$ cat src/rtl/conv_psum_quant_if.sv
// Output pixel stream from conv_psum_quant toward the output writer.
//   out_vld      : head entry valid (producer)
//   out_rdy      : consumer accepts the head entry (consumer)
//   out_data     : packed quantized pixel, och k at [k*8 +: 8] (producer)
//   out_last_col : head entry is the last column of its row (producer)
interface conv_psum_quant_if #(
  parameter int NUM_OCH = 4
);
  logic                 out_vld;
  logic                 out_rdy;
  logic [NUM_OCH*8-1:0] out_data;
  logic                 out_last_col;

  modport master (
    output out_vld,
    output out_data,
    output out_last_col,
    input  out_rdy
  );

  modport slave (
    input  out_vld,
    input  out_data,
    input  out_last_col,
    output out_rdy
  );
endinterface

$ cat src/rtl/conv_psum_quant.sv
// Partial-sum accumulator, ReLU/descale/saturate quantizer and output FIFO
// sitting behind the 3x3 MAC kernels of the conv layer.
//   clk, rstn  : clock, asynchronous active-low reset
//   clr        : synchronous soft clear of all state
//   vld_i      : acc_i valid for the current input channel
//   acc_i      : signed MAC results, och k at [k*ACC_W +: ACC_W]
//   pix        : output stream (master side of conv_psum_quant_if)
//   frame_done : one-cycle pulse after the last pixel of a frame is popped
//   ovf_err    : sticky, a pixel was dropped because the FIFO was full
//   busy       : accumulation in progress, quantize pending or FIFO non-empty
module conv_psum_quant #(
  parameter int NUM_OCH     = 4,
  parameter int ACC_W       = 20,
  parameter int PSUM_W      = 32,
  parameter int IFM_CHANNEL = 4,
  parameter int IFM_WIDTH   = 256,
  parameter int IFM_HEIGHT  = 256,
  parameter int SHIFT       = 7,
  parameter int FIFO_DEPTH  = 4
) (
  input  logic                     clk,
  input  logic                     rstn,
  input  logic                     clr,
  input  logic                     vld_i,
  input  logic [NUM_OCH*ACC_W-1:0] acc_i,
  conv_psum_quant_if.master        pix,
  output logic                     frame_done,
  output logic                     ovf_err,
  output logic                     busy
);

  localparam int CHN_W   = (IFM_CHANNEL > 1) ? $clog2(IFM_CHANNEL) : 1;
  localparam int COL_W   = (IFM_WIDTH   > 1) ? $clog2(IFM_WIDTH)   : 1;
  localparam int ROW_W   = (IFM_HEIGHT  > 1) ? $clog2(IFM_HEIGHT)  : 1;
  localparam int PTR_W   = (FIFO_DEPTH  > 1) ? $clog2(FIFO_DEPTH)  : 1;
  localparam int CNT_W   = PTR_W + 1;
  localparam int DATA_W  = NUM_OCH * 8;
  localparam int ENTRY_W = DATA_W + 2;

  logic        [CHN_W-1:0]  chn_idx;
  logic signed [PSUM_W-1:0] psum [NUM_OCH];
  logic                     pix_done;
  logic        [COL_W-1:0]  col;
  logic        [ROW_W-1:0]  row;

  logic [ENTRY_W-1:0] mem [FIFO_DEPTH];
  logic [PTR_W-1:0]   wr_ptr;
  logic [PTR_W-1:0]   rd_ptr;
  logic [CNT_W-1:0]   count;

  logic               last_chn;
  logic               last_col;
  logic               frame_last;
  logic               fifo_full;
  logic               fifo_vld;
  logic               pop;
  logic               push_ok;
  logic [DATA_W-1:0]  q;
  logic [PSUM_W-1:0]  relu;
  logic [PSUM_W-1:0]  scaled;
  logic [ENTRY_W-1:0] head;

  assign last_chn   = (chn_idx == CHN_W'(IFM_CHANNEL - 1));
  assign last_col   = (col == COL_W'(IFM_WIDTH - 1));
  assign frame_last = last_col && (row == ROW_W'(IFM_HEIGHT - 1));
  assign fifo_vld   = (count != '0);
  assign fifo_full  = (count == CNT_W'(FIFO_DEPTH));
  assign pop        = fifo_vld && pix.out_rdy;
  // A full FIFO still accepts the push when the head leaves on the same edge.
  assign push_ok    = pix_done && (!fifo_full || pop);
  assign head       = mem[rd_ptr];

  assign pix.out_vld      = fifo_vld;
  assign pix.out_data     = fifo_vld ? head[DATA_W-1:0] : '0;
  assign pix.out_last_col = fifo_vld && head[DATA_W];
  assign busy             = (chn_idx != '0) || pix_done || fifo_vld;

  // ReLU, descale and saturate the completed accumulators.
  always_comb begin
    q      = '0;
    relu   = '0;
    scaled = '0;
    for (int unsigned k = 0; k < NUM_OCH; k++) begin
      relu   = psum[k][PSUM_W-1] ? '0 : psum[k];
      scaled = relu >> SHIFT;
      q[k*8 +: 8] = (scaled > PSUM_W'(255)) ? 8'hFF : relu[SHIFT+7:SHIFT];
    end
  end

  always_ff @(posedge clk) begin
    if (push_ok) begin
      mem[wr_ptr] <= {frame_last, last_col, q};
    end
  end

  always_ff @(posedge clk or negedge rstn) begin
    if (!rstn) begin
      chn_idx    <= '0;
      pix_done   <= 1'b0;
      col        <= '0;
      row        <= '0;
      wr_ptr     <= '0;
      rd_ptr     <= '0;
      count      <= '0;
      frame_done <= 1'b0;
      ovf_err    <= 1'b0;
      for (int unsigned k = 0; k < NUM_OCH; k++) begin
        psum[k] <= '0;
      end
    end else if (clr) begin
      chn_idx    <= '0;
      pix_done   <= 1'b0;
      col        <= '0;
      row        <= '0;
      wr_ptr     <= '0;
      rd_ptr     <= '0;
      count      <= '0;
      frame_done <= 1'b0;
      ovf_err    <= 1'b0;
      for (int unsigned k = 0; k < NUM_OCH; k++) begin
        psum[k] <= '0;
      end
    end else begin
      if (vld_i) begin
        for (int unsigned k = 0; k < NUM_OCH; k++) begin
          if (chn_idx == '0) begin
            psum[k] <= {{(PSUM_W-ACC_W){acc_i[k*ACC_W+ACC_W-1]}}, acc_i[k*ACC_W +: ACC_W]};
          end else begin
            psum[k] <= psum[k] + {{(PSUM_W-ACC_W){acc_i[k*ACC_W+ACC_W-1]}}, acc_i[k*ACC_W +: ACC_W]};
          end
        end
        chn_idx <= last_chn ? '0 : chn_idx + 1'b1;
      end
      pix_done <= vld_i && last_chn;

      // Position advances on every push attempt so drops keep frame alignment.
      if (pix_done) begin
        if (last_col) begin
          col <= '0;
          row <= (row == ROW_W'(IFM_HEIGHT - 1)) ? '0 : row + 1'b1;
        end else begin
          col <= col + 1'b1;
        end
      end

      if (push_ok) begin
        wr_ptr <= wr_ptr + 1'b1;
      end
      if (pop) begin
        rd_ptr <= rd_ptr + 1'b1;
      end
      count <= count + CNT_W'(push_ok) - CNT_W'(pop);

      frame_done <= pop && head[DATA_W+1];
      if (pix_done && !push_ok) begin
        ovf_err <= 1'b1;
      end
    end
  end

endmodule

$ cat src/flat_wrapper.sv
// flat-port wrapper written by rule: the top's interface ports become plain ports
module conv_psum_quant_flat 
#(
  parameter int NUM_OCH     = 4,
  parameter int ACC_W       = 20,
  parameter int PSUM_W      = 32,
  parameter int IFM_CHANNEL = 4,
  parameter int IFM_WIDTH   = 256,
  parameter int IFM_HEIGHT  = 256,
  parameter int SHIFT       = 7,
  parameter int FIFO_DEPTH  = 4
)
  (clk, rstn, clr, vld_i, acc_i, frame_done, ovf_err, busy, pix_out_vld, pix_out_data, pix_out_last_col, pix_out_rdy);
  conv_psum_quant_if #(.NUM_OCH(NUM_OCH)) pix_i ();
  input  logic clk;
  input  logic rstn;
  input  logic clr;
  input  logic vld_i;
  input  logic [NUM_OCH*ACC_W-1:0] acc_i;
  output logic frame_done;
  output logic ovf_err;
  output logic busy;
  output wire logic [$bits(pix_i.out_vld)-1:0] pix_out_vld;
  output wire logic [$bits(pix_i.out_data)-1:0] pix_out_data;
  output wire logic [$bits(pix_i.out_last_col)-1:0] pix_out_last_col;
  input wire logic [$bits(pix_i.out_rdy)-1:0] pix_out_rdy;
  assign pix_out_vld = pix_i.out_vld;
  assign pix_out_data = pix_i.out_data;
  assign pix_out_last_col = pix_i.out_last_col;
  assign pix_i.out_rdy = pix_out_rdy;
  conv_psum_quant #(.NUM_OCH(NUM_OCH), .ACC_W(ACC_W), .PSUM_W(PSUM_W), .IFM_CHANNEL(IFM_CHANNEL), .IFM_WIDTH(IFM_WIDTH), .IFM_HEIGHT(IFM_HEIGHT), .SHIFT(SHIFT), .FIFO_DEPTH(FIFO_DEPTH)) u_core (.clk(clk), .rstn(rstn), .clr(clr), .vld_i(vld_i), .acc_i(acc_i), .pix(pix_i), .frame_done(frame_done), .ovf_err(ovf_err), .busy(busy));
endmodule
$ cat config.mk
export PLATFORM = sky130hd
export DESIGN_NAME = conv_psum_quant_flat
export DESIGN_NICKNAME = d
export VERILOG_FILES = /design/src/rtl/conv_psum_quant_if.sv /design/src/rtl/conv_psum_quant.sv /design/src/flat_wrapper.sv
export SDC_FILE = /design/constraint.sdc
export NUM_CORES = 1
export LEC_CHECK = 0
export CELL_PAD_IN_SITES_DETAIL_PLACEMENT = 2
export CELL_PAD_IN_SITES_GLOBAL_PLACEMENT = 2
export CORE_MARGIN = 3
export CORE_UTILIZATION = 39
export DETAILED_ROUTE_END_ITERATION = 16
export GPL_ROUTABILITY_DRIVEN = 0
export HOLD_SLACK_MARGIN = 0.15
export PLACE_DENSITY_LB_ADDON = 0.1
export SLEW_MARGIN = 20
export SYNTH_ARGS = -nofsm -noshare
export SYNTH_HDL_FRONTEND = slang
export SYNTH_SLANG_ARGS = --single-unit
$ cat constraint.sdc
create_clock -name clk -period 3.7 [get_ports clk]
set_clock_uncertainty 0.1 [all_clocks]
set_input_delay 0.37 -clock clk [delete_from_list [all_inputs] [get_ports clk]]
set_output_delay 0.37 -clock clk [all_outputs]
set_load 0.02 [all_outputs]
==> impl_metrics.py <==
metrics = {
    "detailed_routing": {
        "drcViolationCount": 0,
        "drtIter0Drc": 864,
        "vias": 16140,
        "routedWlPerCell_um": 23.84,
        "final_antenna_net_count": 0,
        "post_drt_via_cell_ratio": 5.872,
        "drt_pass1_iterations": 4,
        "wl_mm": 65.53,
    },
    "setup_path": {
        "cp-end-kind": "register",
        "cp.arrival_ns": 3.92,
        "cp-start-kind": "register",
        "worstPathRequired_ns": 4.01,
        "critPathKind": "reg -> reg",
        "cp_max_fo": 3,
    },
    "clocking": {
        "htree_levels": 2,
        "cts_buffer_depth": 3,
        "cts_tree": "yes",
        "numCtsBuffers": 37,
        "cts-root-buf": "clkbuf_16",
        "path_clk_slew_ns": 0.06,
        "clkLatencyLatePin_ns": 0.55,
        "cts.sinks": 292,
    },
    "synth": {
        "synth_cell_type_count": 70,
        "seq_area_frac_synth_pct": 42.73,
        "yosysTopAreaCellShare_pct": 21.85,
        "async_reset_ff_share_pct": 53.42,
        "netlist_top_cells_area": "edfxtp_1 (22%), dfrtp_1 (21%), ha_1 (9.0%)",
        "synth_area_per_cell_sq_um": 9.635,
        "syn-num-nets": 2164,
        "yosys_warnings": 0,
        "ys_seq_elements": 292,
        "yosys.area.top_type": "edfxtp_1",
        "synth_area_sq_um": 18690,
        "synth-edff-count": 136,
        "ys.flop_type": "dfrtp_1",
        "netlist_instances": 1940,
    },
    "timing": {
        "min_period_ns": 3.613,
        "finalHoldViolations": 0,
        "setup_viol": 0,
        "relSlewSlack_pct": 33.74,
        "finalHoldWorstSlack_ns": 0.3369,
        "fmax_ghz": 0.2768,
        "worst_slew_pin_slew_ns": 0.9940,
        "post-route-period-util_pct": 97.64,
        "report.final.slew_viol_count": 0,
        "tns_ns": 0,
    },
    "power_and_ir_drop": {
        "vdd_drop_max_mv": 0.2573,
        "p_per_area_nw_per_um2": 512.1,
        "total_leakage_power_nw": 9.339,
    },
    "floorplanning": {
        "die_y_um": 224.9,
        "start_util_pct": 39.81,
        "fp.dieW_um": 224.9,
        "fp-row-count": 79,
        "ios": 122,
        "die_area_sq_um": 50590,
        "core-area_sq_um": 46950,
    },
    "global_route": {
        "antenna_found_initial": 0,
        "grt.overflow.total": 0,
        "grtUsageTotal_pct": 25.92,
        "grt_pass1_wl_mm": 103.7,
        "grt_pass1_vias": 18030,
        "grt_max_degree": 166,
    },
    "job": {
        "max_cap_violations": 0,
    },
    "final_layout": {
        "nets": 2338,
        "final_area_sq_um": 22350,
        "drive_gt1_share_pct": 10.08,
        "syn2layout_area_growth_pct": 19.59,
        "antenna_cells": 0,
    },
    "placed_design": {
        "hpwl_mm": 45.66,
        "portBuffers": 121,
        "dpl-instance-area_sq_um": 21120,
    },
    "status": {
        "status": "completed",
    },
    "hold_path": {
        "hold_path_class": "in -> async",
    },
}
[cell usage after synthesis, types with 5 or more instances]
cell       instances
nor2_1           269
fa_1               5
o311ai_0           5
ha_1             134
a21o_1            50
xor2_1            37
a21oi_1          123
and2_1            49
o31a_1             5
a211oi_1          49
nand2_1          207
o211ai_1          21
and3_1            13
mux4_2            34
nand4_1           17
a22o_1             6
nor4_1            18
nand3_1           24
a221o_1            5
mux2i_1           23
o21a_1            13
nor2b_1           19
mux2_2             6
xnor2_1           62
a2bb2oi_1          7
inv_1             30
dfrtp_1          156
a31oi_1           16
buf_1             14
nor3_1            25
clkbuf_1          77
or3_1             12
o21ai_0          152
o21ai_1            7
o21bai_1          16
edfxtp_1         136
nand2b_1          14
a311oi_1          25
[layout make-up]
class / count / area [sq um]
Fill cell: 4954 / 24600
Multi-Input combinational cell: 1526 / 10300
Sequential cell: 292 / 7989
Timing Repair Buffer: 226 / 2028
Clock buffer: 53 / 1006
Tap cell: 607 / 759.5
Clock inverter: 14 / 155.1
Inverter: 31 / 116.4
[placed cells by master (no fill, tap or decap), types with 47 or more instances in the layout]
| cell | instances |
|---|---|
| nor2_1 | 268 |
| nand2_1 | 207 |
| dfrtp_1 | 155 |
| o21ai_0 | 152 |
| edfxtp_1 | 136 |
| ha_1 | 133 |
| a21oi_1 | 122 |
| clkdlybuf4s50_1 | 118 |
| buf_4 | 102 |
| xnor2_1 | 62 |
| a21o_1 | 50 |
| and2_1 | 49 |
| a211oi_1 | 47 |
[through the flow]
| stage | worst slack (ns) | total power [mW] | instances | util (%) |
|---|---|---|---|---|
| 2_1_floorplan | 0.4524 | 6.265 | 1940 | - |
| 3_5_place_dp | -0.3387 | 7.874 | 2678 | 44.99 |
| 6_report | 0.08730 | 11.45 | 2749 | 47.61 |
| 4_1_cts | 0.04650 | 11.55 | 2748 | 47.52 |
| 3_3_place_gp | -0.2488 | 7.664 | 2678 | 44.99 |
| 5_1_grt | -0.1325 | 12.05 | 2749 | 47.61 |
[path summary, 6_finish.rpt]
kind                                             start                            to  slack [ns]  cells past startpoint
min reg2reg                u_core.psum[92]$_DFFE_PN0P_   u_core.psum[92]$_DFFE_PN0P_        0.42                      2
min                                               rstn     u_core.count[2]$_DFF_PN0_        0.34                      2
max                        u_core.psum[96]$_DFFE_PN0P_  u_core.psum[124]$_DFFE_PN0P_        0.09                     13
min in group clk                             acc_i[17]  u_core.psum[113]$_DFFE_PN0P_        0.37                      3
max reg2reg                u_core.psum[96]$_DFFE_PN0P_  u_core.psum[124]$_DFFE_PN0P_        0.09                     13
max in group asynchronous                         rstn   u_core.psum[57]$_DFFE_PN0P_        2.19                      3
[metal layers]
| layer | GRT usage, % | routed length (um) | share of wire (%) |
|---|---|---|---|
| met1 | 34.74 | 29740 | 45 |
| met2 | 45.16 | 32320 | 49 |
| met3 | 3.243 | 2325 | 3.5 |
| met4 | 5.803 | 1140 | 1.7 |
| met5 | 0 | 0 | 0 |
[power breakdown]
part	internal, mW	switching, mW	total, mW
logic	1.76	2.28	4.04
registers	3.62	0.184	3.80
clock network	2.11	1.49	3.60
[cells by family after synthesis]
family                   count (synthesis)  synth area share, %
adder cells (fa/ha/maj)                139                9.505
AO/OA/AOI/OAI                          540                18.60
multiplexers                            63                5.690
XOR/XNOR                                99                4.639
buffers and inverters                  122                2.450
flip-flops                             292                42.73
AND/OR/NAND/NOR                        685                16.39
[state kept, by name (all words and copies together), names as in the netlist]
name and count:
u_core.mem 136, u_core.psum 128, u_core.col 8, u_core.row 8, u_core.count 3, u_core.chn_idx 2, u_core.rd_ptr 2, u_core.wr_ptr 2
u_core.frame_done 1, u_core.ovf_err 1, u_core.pix_done 1
[critical path: stages, from the launching register on]
cell and delay [ns]:
dfrtp_1 0.38, ha_1 0.24, fa_1 0.44, a211oi_2 0.28, o21a_1 0.20, o21bai_1 0.11
o31a_1 0.35, a221o_1 0.38, a31oi_1 0.18, o21ai_1 0.12, buf_4 0.15, a31oi_1 0.23
xor2_1 0.20, o21ai_0 0.11
[repair_timing]
item,in CTS,in global routing
endpoints found under the setup margin,0,13
setup buffers,0,1
resized for setup,0,7
hold endpoints to repair,86,0
hold buffers,3,0
No activity file was read; power rests on OpenSTA's default activity.
